`src/rtl/activation_cache_if.sv`:
```
// Handshake and tap bus between an activation producer and the activation_cache history buffer.
interface activation_cache_if #(
    parameter int unsigned W = 16,
    parameter int unsigned D = 8
) ();
    logic [D*W-1:0] packed_in;
    logic           in_v;
    logic           in_ready;
    logic [D*W-1:0] packed_a0;
    logic [D*W-1:0] packed_a1;
    logic [D*W-1:0] packed_a2;
    logic [D*W-1:0] packed_a3;
    logic           out_v;
    logic           primed;

    modport master (
        output packed_in, in_v,
        input  in_ready, packed_a0, packed_a1, packed_a2, packed_a3, out_v, primed
    );

    modport slave (
        input  packed_in, in_v,
        output in_ready, packed_a0, packed_a1, packed_a2, packed_a3, out_v, primed
    );
endinterface

```
`src/rtl/activation_cache.sv`:
```
// Circular history of activation vectors presenting four dilated time taps to a 4-tap conv1d kernel.
module activation_cache #(
    parameter int unsigned W        = 16,
    parameter int unsigned D        = 8,
    parameter int unsigned DILATION = 1
) (
    input  logic               clk,
    input  logic               rst,
    activation_cache_if.slave  bus
);
    localparam int unsigned DW    = D * W;
    localparam int unsigned DEPTH = 3 * DILATION + 1;
    localparam int unsigned AW    = $clog2(DEPTH);
    localparam int unsigned TW    = AW + 1;
    localparam int unsigned CW    = $clog2(DEPTH + 1);

    typedef enum logic [1:0] {IDLE, WRITE, READ, HOLD} state_e;

    state_e          state_q;
    logic [DW-1:0]   mem_q [DEPTH];
    logic [DW-1:0]   lat_q;
    logic [AW-1:0]   wp_q, wp_d;
    logic [AW-1:0]   base_q;
    logic [CW-1:0]   cnt_q, cnt_d;
    logic            in_ready_q, out_v_q, primed_q;
    logic [DW-1:0]   a0_q, a1_q, a2_q, a3_q;
    logic [AW-1:0]   addr1_c, addr2_c, addr3_c;

    // Address of the entry k*DILATION writes before base, folded back into 0..DEPTH-1.
    function automatic logic [AW-1:0] tap_addr(input logic [AW-1:0] base, input int unsigned k);
        logic [TW-1:0] b;
        logic [TW-1:0] off;
        b   = TW'(base);
        off = TW'(k * DILATION);
        if (b >= off) tap_addr = AW'(b - off);
        else          tap_addr = AW'(b + TW'(DEPTH) - off);
    endfunction

    always_comb begin
        wp_d    = (wp_q == AW'(DEPTH - 1)) ? '0 : wp_q + AW'(1);
        cnt_d   = (cnt_q == CW'(DEPTH)) ? cnt_q : cnt_q + CW'(1);
        addr1_c = tap_addr(base_q, 1);
        addr2_c = tap_addr(base_q, 2);
        addr3_c = tap_addr(base_q, 3);
    end

    always_ff @(posedge clk) begin
        if (rst) begin
            for (int i = 0; i < int'(DEPTH); i++) mem_q[i] <= '0;
            state_q    <= IDLE;
            lat_q      <= '0;
            wp_q       <= '0;
            base_q     <= '0;
            cnt_q      <= '0;
            in_ready_q <= 1'b1;
            out_v_q    <= 1'b0;
            primed_q   <= 1'b0;
            a0_q       <= '0;
            a1_q       <= '0;
            a2_q       <= '0;
            a3_q       <= '0;
        end else begin
            case (state_q)
                IDLE: begin
                    if (bus.in_v) begin
                        lat_q      <= bus.packed_in;
                        in_ready_q <= 1'b0;
                        state_q    <= WRITE;
                    end
                end
                WRITE: begin
                    mem_q[wp_q] <= lat_q;
                    base_q      <= wp_q;
                    wp_q        <= wp_d;
                    cnt_q       <= cnt_d;
                    primed_q    <= (cnt_d == CW'(DEPTH));
                    out_v_q     <= 1'b0;
                    state_q     <= READ;
                end
                READ: begin
                    a3_q       <= mem_q[base_q];
                    a2_q       <= mem_q[addr1_c];
                    a1_q       <= mem_q[addr2_c];
                    a0_q       <= mem_q[addr3_c];
                    in_ready_q <= 1'b1;
                    out_v_q    <= 1'b1;
                    state_q    <= HOLD;
                end
                HOLD: begin
                    if (bus.in_v) begin
                        lat_q      <= bus.packed_in;
                        out_v_q    <= 1'b0;
                        in_ready_q <= 1'b0;
                        state_q    <= WRITE;
                    end
                end
                default: state_q <= IDLE;
            endcase
        end
    end

    assign bus.in_ready  = in_ready_q;
    assign bus.out_v     = out_v_q;
    assign bus.primed    = primed_q;
    assign bus.packed_a0 = a0_q;
    assign bus.packed_a1 = a1_q;
    assign bus.packed_a2 = a2_q;
    assign bus.packed_a3 = a3_q;
endmodule

```
`src/flat_wrapper.sv`:
```
// flat-port wrapper written by rule: the top's interface ports become plain ports
module activation_cache_flat 
#(
    parameter int unsigned W        = 16,
    parameter int unsigned D        = 8,
    parameter int unsigned DILATION = 1
)
  (clk, rst, bus_packed_in, bus_in_v, bus_in_ready, bus_packed_a0, bus_packed_a1, bus_packed_a2, bus_packed_a3, bus_out_v, bus_primed);
  activation_cache_if #(.W(W), .D(D)) bus_i ();
  input  logic clk;
  input  logic rst;
  input wire logic [$bits(bus_i.packed_in)-1:0] bus_packed_in;
  input wire logic [$bits(bus_i.in_v)-1:0] bus_in_v;
  output wire logic [$bits(bus_i.in_ready)-1:0] bus_in_ready;
  output wire logic [$bits(bus_i.packed_a0)-1:0] bus_packed_a0;
  output wire logic [$bits(bus_i.packed_a1)-1:0] bus_packed_a1;
  output wire logic [$bits(bus_i.packed_a2)-1:0] bus_packed_a2;
  output wire logic [$bits(bus_i.packed_a3)-1:0] bus_packed_a3;
  output wire logic [$bits(bus_i.out_v)-1:0] bus_out_v;
  output wire logic [$bits(bus_i.primed)-1:0] bus_primed;
  assign bus_i.packed_in = bus_packed_in;
  assign bus_i.in_v = bus_in_v;
  assign bus_in_ready = bus_i.in_ready;
  assign bus_packed_a0 = bus_i.packed_a0;
  assign bus_packed_a1 = bus_i.packed_a1;
  assign bus_packed_a2 = bus_i.packed_a2;
  assign bus_packed_a3 = bus_i.packed_a3;
  assign bus_out_v = bus_i.out_v;
  assign bus_primed = bus_i.primed;
  activation_cache #(.W(W), .D(D), .DILATION(DILATION)) u_core (.clk(clk), .rst(rst), .bus(bus_i));
endmodule
```
`config.mk`:
```
export PLATFORM = sky130hd
export DESIGN_NAME = activation_cache_flat
export DESIGN_NICKNAME = d
export VERILOG_FILES = /design/src/rtl/activation_cache_if.sv /design/src/rtl/activation_cache.sv /design/src/flat_wrapper.sv
export SDC_FILE = /design/constraint.sdc
export NUM_CORES = 2
export LEC_CHECK = 0
export ABC_CLOCK_PERIOD_IN_PS = 6650
export BUFFER_PORTS_ARGS = -buffer_cell sky130_fd_sc_hd__buf_2
export CAP_MARGIN = 0
export CORE_ASPECT_RATIO = 0.5
export CORE_MARGIN = 1
export CORE_UTILIZATION = 40
export CTS_CLUSTER_SIZE = 30
export DETAILED_ROUTE_END_ITERATION = 8
export PLACE_DENSITY = 0.7
export SYNTH_ARGS = -nofsm -noshare
export SYNTH_HDL_FRONTEND = slang
export SYNTH_SLANG_ARGS = --single-unit
```
`constraint.sdc`:
```
create_clock -name clk -period 6.65 [get_ports clk]
set_input_delay 0.9975 -clock clk [delete_from_list [all_inputs] [get_ports clk]]
set_output_delay 0.9975 -clock clk [all_outputs]
set_load 0.005 [all_outputs]
```
==> run metrics <==
Clk pwr share=32.7%; fin nets=4586; status=completed; Final Cell Area=0.0571 mm2; initial antenna violation count=16; part of the cycle the worst path needs=a little over half; Crit path max-delay family=buffers and inverters; Leak=around 0.021 uW; Hold Vio Cnt, Final=0; Post-Synthesis Cells=about 4000; Critical Path Sink Type=register; required time of the worst setup path=7.18 ns; Clock Latency Late Sink=about 0.7 ns; CTS sink cnt=1164; Crit path buffers/inverters=3; IO Pins=646; count of final setup violators=0; WL final=146000 um; Worst Path Class, Setup=reg -> reg; Final min period=3.59 ns; CTS Buffer Depth=3; Hold WS=0.483 ns; Port-buffer cells=645; switching share of power=30.3%; register area share after synthesis=57.3%; CTS tree=built; most frequent cell on the critical path=buf_4; row count=90; post-route insts no fill=6212; area of the core=0.122 mm2; CTS root buf=clkbuf_16; CTS resizes=0; Setup TNS Final=0 ns; Syn Nets=4179; sequential share of power=between 40 and 50%; Layout area overhead=15.0%; CP Launch Type=register; Worst VDD drop=0.274 mV; commonest register cell after synthesis=dfxtp_1; number of global-route vias before repair=35100; share of the synthesized area in the top cell type=31.0%; internal cell power=13000 uW; synthesized area=0.0496 mm2; Max Freq=roughly 280 MHz; die area=0.126 mm2; Pins Over Slew Limit=0; Yosys warnings=0; Yosys cell types=36; total power=18700 uW; Die Wd=around 500 um; Worst EP arrival=around 4 ns; drt pass-1 iters=5; Slew @ Worst Pin=1.28 ns; Post-DP Area=0.0536 mm2; max-cap violations=0; Comb pwr share=19.5%; CP Cell Sequence=inv_1, ha_1, nand2b_1, nor3b_4, buf_4, buf_4, and2_1; EDFF count, synth=512; post-DP HPWL=88200 um; largest net degree at the start of global routing=243; Final Skew=0.0655 ns; placed cells=5999; CTS buffer count=104; post-CTS setup buffers=0; Synth area leader=edfxtp_1; die height=251 um; worst hold path class=reg -> reg; RSZ-0062 raised after global routing=no; DRC errors left=0; WL/cell=23.5 um; NetSw=5670 uW; number of vias per cell=5.65; Crit path largest cell delay=approximately 0.91 ns; clk slew on worst S/H paths=0.07 ns; 1st-iter DRT viols=2339; GRT Total Usage=22.3%; Power Dens Cells=328 mW/mm2; layout cells sized above 1=a little under a third; synth top area cells=edfxtp_1, dfxtp_1, mux2i_1, or3b_2, o221ai_1; depth of the CTS H-tree=3; via count=between 30000 and 40000; grt ovf=0; highest net fanout along the worst path=68; slowest stage cell, crit path=buf_4; cts hold-fix bufs=0; global-route wire length before repair=215000 um; #FFs+latches synth=1164; Starting Density=40.8%; syn avg cell area=12.3 um2; Slew HR=~15%; Final ANT Viol Nets=0; GP Congestion=~0.83; fraction of registers with async set/reset=0%
[worst min-delay path, delay by kind of cell, from the launching register on]
| kind | cells | cell delay [ns] |
|---|---|---|
| flip-flops | 1 | 0.33 |
| AND/OR/NAND/NOR | 1 | 0.06 |
| AO/OA/AOI/OAI | 1 | 0.05 |
[final cells by class]
class                           count  area (um2)
Fill cell                       10900       64700
Sequential cell                  1164       28400
Multi-Input combinational cell   2487       19400
Timing Repair Buffer              687        3700
Clock buffer                      142        2910
Tap cell                         1656        2070
Clock inverter                     56         536
Antenna cell                       15        37.5
Inverter                            5        18.8
[metal layers]
layer | global-route usage (%) | vias to the layer above | part of all wire (%)
met5 | 0 | - | 0.0062
met4 | 14.5 | 2 | 6.6
met3 | 3.83 | 357 | 4.8
met2 | 38.2 | 1044 | 49
met1 | 26.0 | 17600 | 39
li1 | - | 16100 | -
[power groups by stage]
stage	Sequential (uW)	Clock, uW	Combinational [uW]
2_1_floorplan	8930	0	2210
3_3_place_gp	9030	0	3550
3_5_place_dp	9070	0	3640
4_1_cts	8930	6180	3650
5_1_grt	9030	6460	3900
6_report	8940	6110	3650
[cells by family (layout without fill, tap and decap cells)]
family | Yosys count | after routing | share of synthesized area (%)
compound gates | 652 | 652 | 10.5
xor+xnor | 1 | 1 | 0.0177
fa+ha+maj | 6 | 6 | 0.151
buf+inv | 391 | 890 | 3.80
flops | 1164 | 1164 | 57.3
mux | 516 | 516 | 10.4
other cells | 0 | 15 | 0
simple gates | 1312 | 1312 | 17.8
[final timing paths]
| path | depth (start not counted) | slack (ns) | startpoint | endpoint |
|---|---|---|---|---|
| worst max-delay path | 7 | 3.06 | u_core.state_q[1]$_SDFFE_PP0P_ | u_core.mem_q[1][39]$_SDFFCE_PN0P_ |
| worst min-delay path | 2 | 0.48 | u_core.lat_q[0]$_SDFFE_PP0P_ | u_core.lat_q[0]$_SDFFE_PP0P_ |
| worst max register to register | 7 | 3.06 | u_core.state_q[1]$_SDFFE_PP0P_ | u_core.mem_q[1][39]$_SDFFCE_PN0P_ |
| worst min register to register | 2 | 0.48 | u_core.lat_q[0]$_SDFFE_PP0P_ | u_core.lat_q[0]$_SDFFE_PP0P_ |
[per-stage QoR]
| stage | setup slack (ns) | utilization, % |
|---|---|---|
| 6_report | 3.06 | 46.9 |
| 5_1_grt | 2.87 | 46.9 |
| 4_1_cts | 3.05 | 46.9 |
| 3_5_place_dp | 2.66 | 44.0 |
| 3_3_place_gp | 2.70 | 44.0 |
| 2_1_floorplan | 2.79 | - |
[cells in the final DEF, fill, tap and decap left out, types with 3 or more instances in the layout]
| master | netlist | final |
|---|---|---|
| or2_4 | 0 | 3 |
| o221ai_1 | 512 | 512 |
| buf_4 | 1 | 30 |
| clkbuf_1 | 165 | 24 |
| bufinv_16 | 0 | 7 |
| ha_1 | 6 | 5 |
| clkinvlp_4 | 0 | 5 |
| inv_1 | 5 | 5 |
| nor2_1 | 9 | 9 |
| nand2b_1 | 4 | 4 |
| a21oi_1 | 133 | 133 |
| mux2i_1 | 516 | 516 |
| clkinv_2 | 0 | 24 |
| clkbuf_16 | 0 | 106 |
| clkbuf_8 | 0 | 12 |
| diode_2 | 0 | 15 |
| clkinv_1 | 0 | 12 |
| and2_1 | 514 | 513 |
| or3b_2 | 513 | 513 |
| nand2_1 | 259 | 258 |
| buf_2 | 182 | 644 |
| edfxtp_1 | 512 | 512 |
| dfxtp_1 | 652 | 651 |
| buf_12 | 0 | 12 |
[cell usage after synthesis, types with 2 or more instances]
master,count
buf_6,23
or2_2,3
dfxtp_1,652
o221ai_1,512
nand2_1,259
buf_1,3
nor3_2,2
nand2b_1,4
nor2_1,9
a21oi_1,133
or3b_2,513
edfxtp_1,512
mux2i_1,516
ha_1,6
buf_2,182
clkbuf_2,12
clkbuf_1,165
inv_1,5
and2_1,514
[flip-flops by register name, indices dropped and copies added, names as in the netlist]
signal,flops
u_core.wp_q,2
u_core.lat_q,128
u_core.bus.primed,1
u_core.bus.packed_a3,128
u_core.bus.packed_a2,128
u_core.bus.out_v,1
u_core.bus.in_ready,1
u_core.base_q,2
u_core.mem_q,512
u_core.bus.packed_a1,128
u_core.bus.packed_a0,128
u_core.state_q,2
u_core.cnt_q,3
(Power assumes the default switching activity.)
